[src/rtl/lsu_pkg.sv]
// Shared types and helpers for the MEM-stage load/store unit.
// Sizes, FSM states, lane enable / store replicate / load extend.
package lsu_pkg;

  typedef enum logic [1:0] {
    SZ_B, SZ_H, SZ_W, SZ_D
  } size_e;

  typedef enum logic {
    IDLE, WAIT_RESP
  } lsu_state_e;

  // Helpers work on the 64-bit superset; callers
  // narrow the result to their own XLEN.
  function automatic logic [7:0] be_gen(
    size_e size, logic [2:0] off
  );
    logic [7:0] m;
    case (size)
      SZ_B:    m = 8'h01;
      SZ_H:    m = 8'h03;
      SZ_W:    m = 8'h0f;
      default: m = 8'hff;
    endcase
    return m << off;
  endfunction

  function automatic logic [63:0] store_align(
    size_e size, logic [63:0] d
  );
    logic [63:0] r;
    case (size)
      SZ_B:    r = {8{d[7:0]}};
      SZ_H:    r = {4{d[15:0]}};
      SZ_W:    r = {2{d[31:0]}};
      default: r = d;
    endcase
    return r;
  endfunction

  function automatic logic [63:0] load_extend(
    size_e size, logic uns,
    logic [2:0] off, logic [63:0] rdata
  );
    logic [63:0] sh;
    logic [63:0] r;
    sh = rdata >> {off, 3'b000};
    case (size)
      SZ_B: r = uns ? {56'b0, sh[7:0]}
                    : {{56{sh[7]}}, sh[7:0]};
      SZ_H: r = uns ? {48'b0, sh[15:0]}
                    : {{48{sh[15]}}, sh[15:0]};
      SZ_W: r = uns ? {32'b0, sh[31:0]}
                    : {{32{sh[31]}}, sh[31:0]};
      default: r = sh;
    endcase
    return r;
  endfunction

endpackage

[src/rtl/mem_stage_lsu_align.sv]
// Lane alignment: store byte enables / replicated data, load extract.
// Ports: st_* store side, ld_* load side, rdata in, ld_data out.
module mem_stage_lsu_align
  import lsu_pkg::*;
#(
  parameter int XLEN = 32
) (
  input  logic [1:0]        st_size,
  input  logic [2:0]        st_off,
  input  logic [XLEN-1:0]   st_data,
  output logic [XLEN/8-1:0] be,
  output logic [XLEN-1:0]   wdata,
  input  logic [1:0]        ld_size,
  input  logic              ld_uns,
  input  logic [2:0]        ld_off,
  input  logic [XLEN-1:0]   rdata,
  output logic [XLEN-1:0]   ld_data
);

  localparam int NB = XLEN / 8;

  assign be = NB'(be_gen(size_e'(st_size), st_off));

  assign wdata = XLEN'(store_align(
    size_e'(st_size), 64'(st_data)));

  assign ld_data = XLEN'(load_extend(
    size_e'(ld_size), ld_uns, ld_off, 64'(rdata)));

endmodule

[src/rtl/mem_stage_lsu.sv]
// MEM/WB register plus load/store unit with req/gnt/rvalid dmem port.
// Ports: M-stage fields in, dmem handshake, stall_m, W-stage fields out.
module mem_stage_lsu
  import lsu_pkg::*;
#(
  parameter int XLEN   = 32,
  parameter int ADDR_W = 32,
  parameter int REG_W  = 5
) (
  input  logic              clk,
  input  logic              srst,
  input  logic              valid_m,
  input  logic [REG_W-1:0]  rd_m,
  input  logic [XLEN-1:0]   alu_result_m,
  input  logic [XLEN-1:0]   write_data_m,
  input  logic [XLEN-1:0]   pc_plus4_m,
  input  logic              reg_write_m,
  input  logic [1:0]        result_src_m,
  input  logic              mem_write_m,
  input  logic              mem_read_m,
  input  logic [2:0]        funct3_m,
  output logic              dmem_req,
  output logic              dmem_we,
  output logic [ADDR_W-1:0] dmem_addr,
  output logic [XLEN/8-1:0] dmem_be,
  output logic [XLEN-1:0]   dmem_wdata,
  input  logic              dmem_gnt,
  input  logic              dmem_rvalid,
  input  logic [XLEN-1:0]   dmem_rdata,
  output logic              stall_m,
  output logic [REG_W-1:0]  rd_w,
  output logic [XLEN-1:0]   alu_result_w,
  output logic [XLEN-1:0]   pc_plus4_w,
  output logic              reg_write_w,
  output logic [1:0]        result_src_w,
  output logic [XLEN-1:0]   read_data_w,
  output logic              valid_w,
  output logic              misalign_w
);

  localparam int NB    = XLEN / 8;
  localparam int OFF_W = $clog2(NB);

  if (XLEN != 32 && XLEN != 64) begin : g_xlen_chk
    $error("mem_stage_lsu: XLEN must be 32 or 64");
  end

  lsu_state_e        state_q, state_d;
  logic [OFF_W-1:0]  off_q, off_d;
  size_e             size_q, size_d;
  logic              uns_q, uns_d;

  logic [REG_W-1:0]  rd_q, rd_d;
  logic [XLEN-1:0]   alu_q, alu_d;
  logic [XLEN-1:0]   pc4_q, pc4_d;
  logic              rw_q, rw_d;
  logic [1:0]        rsrc_q, rsrc_d;
  logic [XLEN-1:0]   rdat_q, rdat_d;
  logic              vld_q, vld_d;
  logic              mis_q, mis_d;

  size_e             size;
  logic [OFF_W-1:0]  off;
  logic              access;
  logic              mis;
  logic              ok_acc;
  logic              is_ld;
  logic [ADDR_W-1:0] ea;
  logic [XLEN-1:0]   ld_data;

  assign size   = size_e'(funct3_m[1:0]);
  assign off    = alu_result_m[OFF_W-1:0];
  assign access = valid_m & (mem_read_m | mem_write_m);
  assign is_ld  = mem_read_m;
  assign ok_acc = access & ~mis;
  assign ea     = ADDR_W'(alu_result_m);

  // Lane bits are zeroed; they only steer dmem_be.
  assign dmem_addr = {ea[ADDR_W-1:OFF_W], OFF_W'(0)};
  assign dmem_we   = dmem_req & ~is_ld;

  always_comb begin
    mis = 1'b0;
    unique case (1'b1)
      size == SZ_H: mis = alu_result_m[0];
      size == SZ_W: mis = |alu_result_m[1:0];
      size == SZ_D: mis = (XLEN == 32) |
                          (|alu_result_m[2:0]);
      default:      mis = 1'b0;
    endcase
  end

  mem_stage_lsu_align #(.XLEN(XLEN)) u_align (
    .st_size (funct3_m[1:0]),
    .st_off  (3'(off)),
    .st_data (write_data_m),
    .be      (dmem_be),
    .wdata   (dmem_wdata),
    .ld_size (size_q),
    .ld_uns  (uns_q),
    .ld_off  (3'(off_q)),
    .rdata   (dmem_rdata),
    .ld_data (ld_data)
  );

  always_comb begin
    state_d  = state_q;
    off_d    = off_q;
    size_d   = size_q;
    uns_d    = uns_q;
    dmem_req = 1'b0;
    stall_m  = 1'b0;
    unique case (state_q)
      IDLE: begin
        dmem_req = ok_acc;
        // Only a granted store leaves M this cycle.
        stall_m  = ok_acc & ~(dmem_gnt & ~is_ld);
        if (ok_acc & dmem_gnt & is_ld) begin
          state_d = WAIT_RESP;
          off_d   = off;
          size_d  = size;
          uns_d   = funct3_m[2];
        end
      end
      WAIT_RESP: begin
        stall_m = ~dmem_rvalid;
        if (dmem_rvalid) state_d = IDLE;
      end
      default: state_d = IDLE;
    endcase
  end

  always_comb begin
    rd_d   = rd_q;
    alu_d  = alu_q;
    pc4_d  = pc4_q;
    rsrc_d = rsrc_q;
    rdat_d = rdat_q;
    vld_d  = 1'b0;
    rw_d   = 1'b0;
    mis_d  = 1'b0;
    if (!stall_m) begin
      rd_d   = rd_m;
      alu_d  = alu_result_m;
      pc4_d  = pc_plus4_m;
      rsrc_d = result_src_m;
      vld_d  = valid_m;
      mis_d  = access & mis;
      rw_d   = valid_m & reg_write_m &
               ~(access & mis);
      rdat_d = (state_q == WAIT_RESP)
               ? ld_data : '0;
    end
  end

  always_ff @(posedge clk) begin
    if (srst) begin
      state_q <= IDLE;
      off_q   <= '0;
      size_q  <= SZ_B;
      uns_q   <= 1'b0;
      rd_q    <= '0;
      alu_q   <= '0;
      pc4_q   <= '0;
      rw_q    <= 1'b0;
      rsrc_q  <= '0;
      rdat_q  <= '0;
      vld_q   <= 1'b0;
      mis_q   <= 1'b0;
    end else begin
      state_q <= state_d;
      off_q   <= off_d;
      size_q  <= size_d;
      uns_q   <= uns_d;
      rd_q    <= rd_d;
      alu_q   <= alu_d;
      pc4_q   <= pc4_d;
      rw_q    <= rw_d;
      rsrc_q  <= rsrc_d;
      rdat_q  <= rdat_d;
      vld_q   <= vld_d;
      mis_q   <= mis_d;
    end
  end

  assign rd_w         = rd_q;
  assign alu_result_w = alu_q;
  assign pc_plus4_w   = pc4_q;
  assign reg_write_w  = rw_q;
  assign result_src_w = rsrc_q;
  assign read_data_w  = rdat_q;
  assign valid_w      = vld_q;
  assign misalign_w   = mis_q;

endmodule
[config.mk]
export PLATFORM = sky130hd
export DESIGN_NAME = mem_stage_lsu
export DESIGN_NICKNAME = d
export VERILOG_FILES = /design/src/rtl/lsu_pkg.sv /design/src/rtl/mem_stage_lsu_align.sv /design/src/rtl/mem_stage_lsu.sv
export SDC_FILE = /design/constraint.sdc
export NUM_CORES = 1
export LEC_CHECK = 0
export CORE_AREA = 2 2 124 126
export DETAILED_ROUTE_END_ITERATION = 12
export DIE_AREA = 0 0 126 128
export PLACE_DENSITY = 0.91
export SYNTH_ARGS = -nofsm -noshare
export SYNTH_HDL_FRONTEND = slang
export SYNTH_HIERARCHICAL = 1
export SYNTH_SLANG_ARGS = --single-unit
export TNS_END_PERCENT = 30
[constraint.sdc]
create_clock -name clk -period 3.3 [get_ports clk]
set_input_delay 0.66 -clock clk [delete_from_list [all_inputs] [get_ports clk]]
set_output_delay 0.66 -clock clk [all_outputs]
set_load 0.02 [all_outputs]
==> flow_metrics.tcl, run 1 <==
set metrics [dict create \
    status "completed" \
    async_flop_share_pct 0 \
    die_h_um 128 \
    power_frac_clock_pct 31.5 \
    avgSynthCellArea_um2 8.97 \
    grt_pass1_vias 5605 \
    r2r-start "off_q[0]$_SDFFE_PP0P_" \
    vias_per_cell 5.23 \
    fin_nets 1108 \
    regToRegSetupSlack_ns 1.11 \
    final_cell_mix "clkdlybuf4s50_1 (316), nand2b_1 (145), dfxtp_1 (112)" \
    drt_wl_total_mm 19.9 \
    setup_tns_ns 0 \
    ys_seq_elements 112 \
    fmax_ghz 0.309 \
    fillers 1189 \
    die_w_um 126 \
    regArea_mm2 0.00224 \
    busiest_layer "met2" \
    post_cts_buffers 0 \
    p_leak_nw 3.87 \
    grt_pass1_wl_mm 30.4 \
    endpoint_kind "output pin" \
    critPathMaxFanout 14 \
    finalSetupViolations 0 \
    p_int_w 0.00252 \
    grt_use_met2_pct 40.0 \
    antenna_left 0 \
    design_area_mm2 0.00966 \
    worstSetupPathType "input pin to output pin" \
    min_period_ns 3.24 \
    peakVddDrop_mv 0.251 \
    grtUsageMet3_pct 5.13 \
    drive_above_1_share_pct 6.41 \
    hp-class "flip-flop to flip-flop" \
    syn_inst 708 \
    vias 6036 \
    path_cells "clkdlybuf4s50_1 > buf_4 > buf_4 > mux2_2 > clkdlybuf4s50_1" \
    path_clk_slew_ns 0.07 \
    slowest_stage "clkdlybuf4s50_1" \
    required_ns 2.64 \
    rr_endpoint "read_data_w[16]$_SDFFE_PP0N_" \
    start_util_pct 42.7 \
    endpoint "dmem_wdata[21]" \
    ios 323 \
    yosysUniqueCellTypes 40 \
    power_density_mw_per_mm2 365 \
    switching_power_w 0.00101 \
    met1_usage_pct 29.8 \
    slew_viol_final 0 \
    multi_input_area_mm2 0.00350 \
    yosysWarnings 6 \
    seqPwrFrac_pct 41.2 \
    cts.htree.levels 3 \
    grt_overflow 0 \
    cap_violations 0 \
    skew_ns 0.00755 \
    wl_per_cell_um 17.2 \
    arrival_ns 2.58 \
    finalHoldViolCount 0 \
    p_comb_share_pct 27.3 \
    rsz0062_at_grt "no" \
    max_stage_delay_ns 0.58 \
    ctsRootBufferMaster "clkbuf_16" \
    relSlewSlack_pct 55.3 \
    synth_edf_count 0 \
    finalCritPeriodShare_pct 98.1 \
    portBuffers 320 \
    coreArea_mm2 0.0149 \
    holdPathStages 2 \
    cts_tree "done" \
    antenna_found_initial 0 \
    synthesis.area_mm2 0.00635 \
    cts_buffers 9 \
    detail_route.first_pass.iterations 5 \
    holdWs_ns 0.472 \
    grt_usage_pct 23.3 \
    drc 0 \
    ys_seq_area_share_pct 35.3 \
    gp_congestion 0.910 \
    mostFrequentLayoutCell "clkdlybuf4s50_1" \
    syn_to_final_growth_pct 52.0 \
    worst_pin_slew_ns 0.667 \
    first_iter_violations 422 \
    cp-startpoint "funct3_m[1]" \
    switching_share_pct 28.6 \
    reg2reg_depth 6 \
    die-area_mm2 0.0161 \
    grt_max_degree 165 \
    dp_hpwl_mm 14.6 \
    synthFlopType "dfxtp_1" \
    cts_sinks 112 \
    placed_cell_area_mm2 0.00936 \
    worst_setup_path_start_kind "input pin" \
    num_rows 45 \
    n_antenna_cell 0 \
    cts_max_path_buffers 2 \
    clock_latency_ns 0.35 \
]
## cell families after synthesis
logic type      Yosys count  share of synthesized area [%]
compound gates          125                           12.7
mux                     116                           18.8
buf+inv                 107                           10.3
other cells               1                         0.0590
flops                   112                           35.3
simple gates            247                           22.9
## layout make-up
| type | count | share of cell area, % |
|---|---|---|
| clock inverter | 6 | 0.700 |
| tap | 188 | 2.44 |
| inverter | 4 | 0.155 |
| multi-input combinational | 496 | 36.2 |
| clock buffer | 10 | 2.37 |
| sequential | 112 | 23.2 |
| timing repair buffer | 339 | 34.9 |
## worst max-delay path: cells and delay by family
kind | cells | cell delay, ns
mux | 1 | 0.36
buf+inv | 4 | 1.56
## power groups by stage
stage | Sequential, W | Combinational, W | Clock [W]
after CTS | 0.00145 | 0.000963 | 0.00114
after global placement | 0.00148 | 0.000946 | 0
final | 0.00145 | 0.000963 | 0.00111
after detailed placement | 0.00149 | 0.000959 | 0
after global routing | 0.00146 | 0.00102 | 0.00120
after floorplan | 0.00157 | 0.000417 | 0
## layer usage
metal	up-vias	share of wire, %
met2	262	49
li1	2943	-
met1	2813	43
met4	0	1.3
met5	-	0
met3	18	6.7
## repair_timing
action	4_1_cts	5_1_grt
hold buffers	0	0
hold endpoints to repair	0	0
endpoints found under the setup margin	0	2
gates resized for setup	0	2
## flip-flops by register name, summed over array words and instances, names as in the netlist, 2 cells and up
register / cells
result_src_w: 2
off_q: 2
rd_w: 5
alu_result_w: 32
pc_plus4_w: 32
read_data_w: 32
size_q: 2
## worst min path at each step
stage | slack [ns] | start | to
final | 0.47 | alu_result_w[2]$_SDFFE_PP0N_ | alu_result_w[2]$_SDFFE_PP0N_
after global routing | 0.49 | result_src_w[1]$_SDFFE_PP0N_ | result_src_w[1]$_SDFFE_PP0N_
after CTS | 0.48 | alu_result_w[3]$_SDFFE_PP0N_ | alu_result_w[3]$_SDFFE_PP0N_
after detailed placement | 0.46 | pc_plus4_w[23]$_SDFFE_PP0N_ | pc_plus4_w[23]$_SDFFE_PP0N_
after global placement | 0.46 | alu_result_w[19]$_SDFFE_PP0N_ | alu_result_w[19]$_SDFFE_PP0N_
after floorplan | 0.46 | uns_q$_SDFFE_PP0P_ | uns_q$_SDFFE_PP0P_
## through the flow
stage	total power (W)	worst slack, ns	util (%)	instances
after global placement	0.00243	0.103	62.9	1139
after floorplan	0.00198	0.894	-	715
after CTS	0.00356	0.0623	64.9	1155
after detailed placement	0.00245	0.0785	62.9	1139
final	0.00353	0.0616	65.0	1155
after global routing	0.00368	0.0116	65.0	1155
## Yosys cell counts, types with 2 or more instances
cell type	number	area, um2
o31ai_1	8	60.1
a211oi_1	17	128
nand2_1	29	109
nand4_1	32	200
clkbuf_1	35	131
inv_1	3	11.3
dfxtp_1	112	2240
nor4b_2	2	30.0
a21oi_1	43	215
o21ai_0	19	95.1
buf_4	41	308
buf_2	11	55.1
nor2b_1	8	50.1
buf_1	5	18.8
nor4_1	2	12.5
mux2_2	16	180
or2_1	2	12.5
mux2i_1	99	991
nor2_1	12	45.0
buf_6	11	124
a22oi_1	32	240
nand2b_1	145	907
nor3_1	7	35.0
Note: power is estimated with default switching activity, not from simulation.
==> inputs of run 2 (changes only) <==
--- a/config.mk
+++ b/config.mk
@@ -8,7 +8,7 @@
 export CORE_AREA = 2 2 124 126
 export DETAILED_ROUTE_END_ITERATION = 12
 export DIE_AREA = 0 0 126 128
-export PLACE_DENSITY = 0.91
+export PLACE_DENSITY = 0.87
 export SYNTH_ARGS = -nofsm -noshare
 export SYNTH_HDL_FRONTEND = slang
 export SYNTH_HIERARCHICAL = 1
==> run 2 against run 1 <==
  * Via count is 1.0% higher
  * Cell count unchanged
  * Clock skew is 0.00080 ns lower
  * Register-to-register slack got worse by 0.14 ns
  * Sequential share of layout area about the same
  * Routed wire length up 0.87%
  * Total power is 0.94% lower
  * Core utilization down 0.050 points
  * Clock power down 4%
  * Global-route usage increased by 0.71 points
  * Critical endpoint is now dmem_we
  * Largest cell class unchanged
==> flow_metrics.tcl, run 2 (synthesis gave the netlist of run 1 again) <==
set metrics [dict create \
    finalCritPeriodShare_pct 96.7 \
    die_h_um 128 \
    p_leak_nw 3.84 \
    slew_viol_final 0 \
    num_rows 45 \
    grt_pass1_wl_mm 31.4 \
    path_clk_slew_ns 0.07 \
    detail_route.first_pass.iterations 4 \
    r2r-start "state_q$_SDFF_PP0_" \
    arrival_ns 2.53 \
    regToRegSetupSlack_ns 0.97 \
    fillers 1224 \
    portBuffers 320 \
    coreArea_mm2 0.0149 \
    timing.final.ws_setup_ns 0.109 \
    status "completed" \
    cts.htree.levels 3 \
    power_density_mw_per_mm2 362 \
    n_antenna_cell 0 \
    drt_wl_total_mm 20.1 \
    clock_latency_ns 0.35 \
    vias_per_cell 5.28 \
    cap_violations 0 \
    drive_above_1_share_pct 6.41 \
    multi_input_area_mm2 0.00350 \
    worstSetupPathType "input pin to output pin" \
    die-area_mm2 0.0161 \
    reg2reg_depth 6 \
    endpoint_kind "output pin" \
    dp_hpwl_mm 14.9 \
    worst_pin_slew_ns 0.674 \
    fmax_ghz 0.313 \
    finalHoldViolCount 0 \
    relSlewSlack_pct 54.7 \
    cts_max_path_buffers 2 \
    cts_sinks 112 \
    worst_setup_path_start_kind "input pin" \
    cts_resized 0 \
    holdPathStages 2 \
    whs_endpoint "alu_result_w[0]$_SDFFE_PP0N_" \
    antenna_found_initial 0 \
    skew_ns 0.00675 \
    gp_congestion 0.882 \
    antenna_left 0 \
    grt_overflow 0 \
    hold_start "alu_result_w[0]$_SDFFE_PP0N_" \
    instances_no_fill 1155 \
    cts_tree "done" \
    regArea_mm2 0.00224 \
    finalSetupViolations 0 \
    critPathMaxFanout 15 \
    die_w_um 126 \
    grt_pass1_vias 5904 \
    holdBufCountCts 0 \
    power_w 0.00350 \
    vias 6097 \
    required_ns 2.64 \
    ctsRootBufferMaster "clkbuf_16" \
    fin_nets 1108 \
    peakVddDrop_mv 0.236 \
    post_cts_buffers 0 \
    start_util_pct 42.7 \
    first_iter_violations 375 \
    ios 323 \
    hp-class "flip-flop to flip-flop" \
    rsz0062_at_grt "no" \
    wl_per_cell_um 17.4 \
    syn_to_final_growth_pct 51.9 \
    rr_endpoint "pc_plus4_w[1]$_SDFFE_PP0N_" \
    cts_buffers 9 \
    dp_slack_ns 0.118 \
    mostFrequentLayoutCell "clkdlybuf4s50_1" \
    min_period_ns 3.19 \
    grt_usage_pct 24.0 \
    dp.cells 1139 \
    setup_tns_ns 0 \
    fin_util_pct 64.9 \
    drc 0 \
    final_cell_mix "clkdlybuf4s50_1 (319), nand2b_1 (145), dfxtp_1 (112)" \
    cp-startpoint "funct3_m[0]" \
    grt_max_degree 80 \
]
run 2: changes by cell type in the layout (fill, tap and decap cells not counted):
cell             before  now
clkinv_2              2    1
clkinv_8              0    1
dlymetal6s2s_1        2    0
clkbuf_1              1    0
clkinv_4              0    1
clkdlybuf4s50_1     316  319
buf_4                19   18
bufinv_16             1    0
inv_6                 1    2
run 2: how the worst max path moves through the flow:
stage                            end  slack [ns]
final                        dmem_we        0.11
after global routing         dmem_we        0.07
after CTS                    dmem_we        0.11
after detailed placement     dmem_we        0.12
after global placement       dmem_we        0.15
after floorplan           dmem_be[2]        0.89
run 2: worst max-delay path, cell delays in order:
cell	delay, ns
clkdlybuf4s50_1	0.45
buf_4	0.23
nor3_1	0.20
nor2_1	0.10
nor4_1	0.24
clkdlybuf4s50_1	0.65
run 2: cell type report:
| cell class | count | area share, % |
|---|---|---|
| multi-input cells | 496 | 36.2 |
| clock buffers | 9 | 2.33 |
| clock inverters | 7 | 0.687 |
| well taps | 188 | 2.44 |
| flip-flops and latches | 112 | 23.2 |
| inverters | 4 | 0.156 |
| repair buffers | 339 | 34.9 |
run 2: report_power, final:
| part | switching, W | internal (W) |
|---|---|---|
| logic | 0.000464 | 0.000502 |
| registers | 0.0000372 | 0.00142 |
| clock network | 0.000542 | 0.000531 |
| total | 0.00104 | 0.00245 |
run 2: metrics by stage:
stage          cell area (um2)  hold slack, ns
2_1_floorplan             6380           0.459
3_5_place_dp              9360           0.464
3_3_place_gp              9360           0.457
6_report                  9650           0.475
5_1_grt                   9650           0.490
4_1_cts                   9650           0.479
run 2: layer usage:
| metal | share of wire, % | vias to the layer above | track usage [%] |
|---|---|---|---|
| li1 | - | 2944 | - |
| met1 | 41 | 2808 | 30.0 |
| met2 | 49 | 310 | 40.7 |
| met3 | 7.1 | 35 | 4.72 |
| met4 | 2.6 | 0 | 9.50 |
| met5 | 0 | - | 0 |
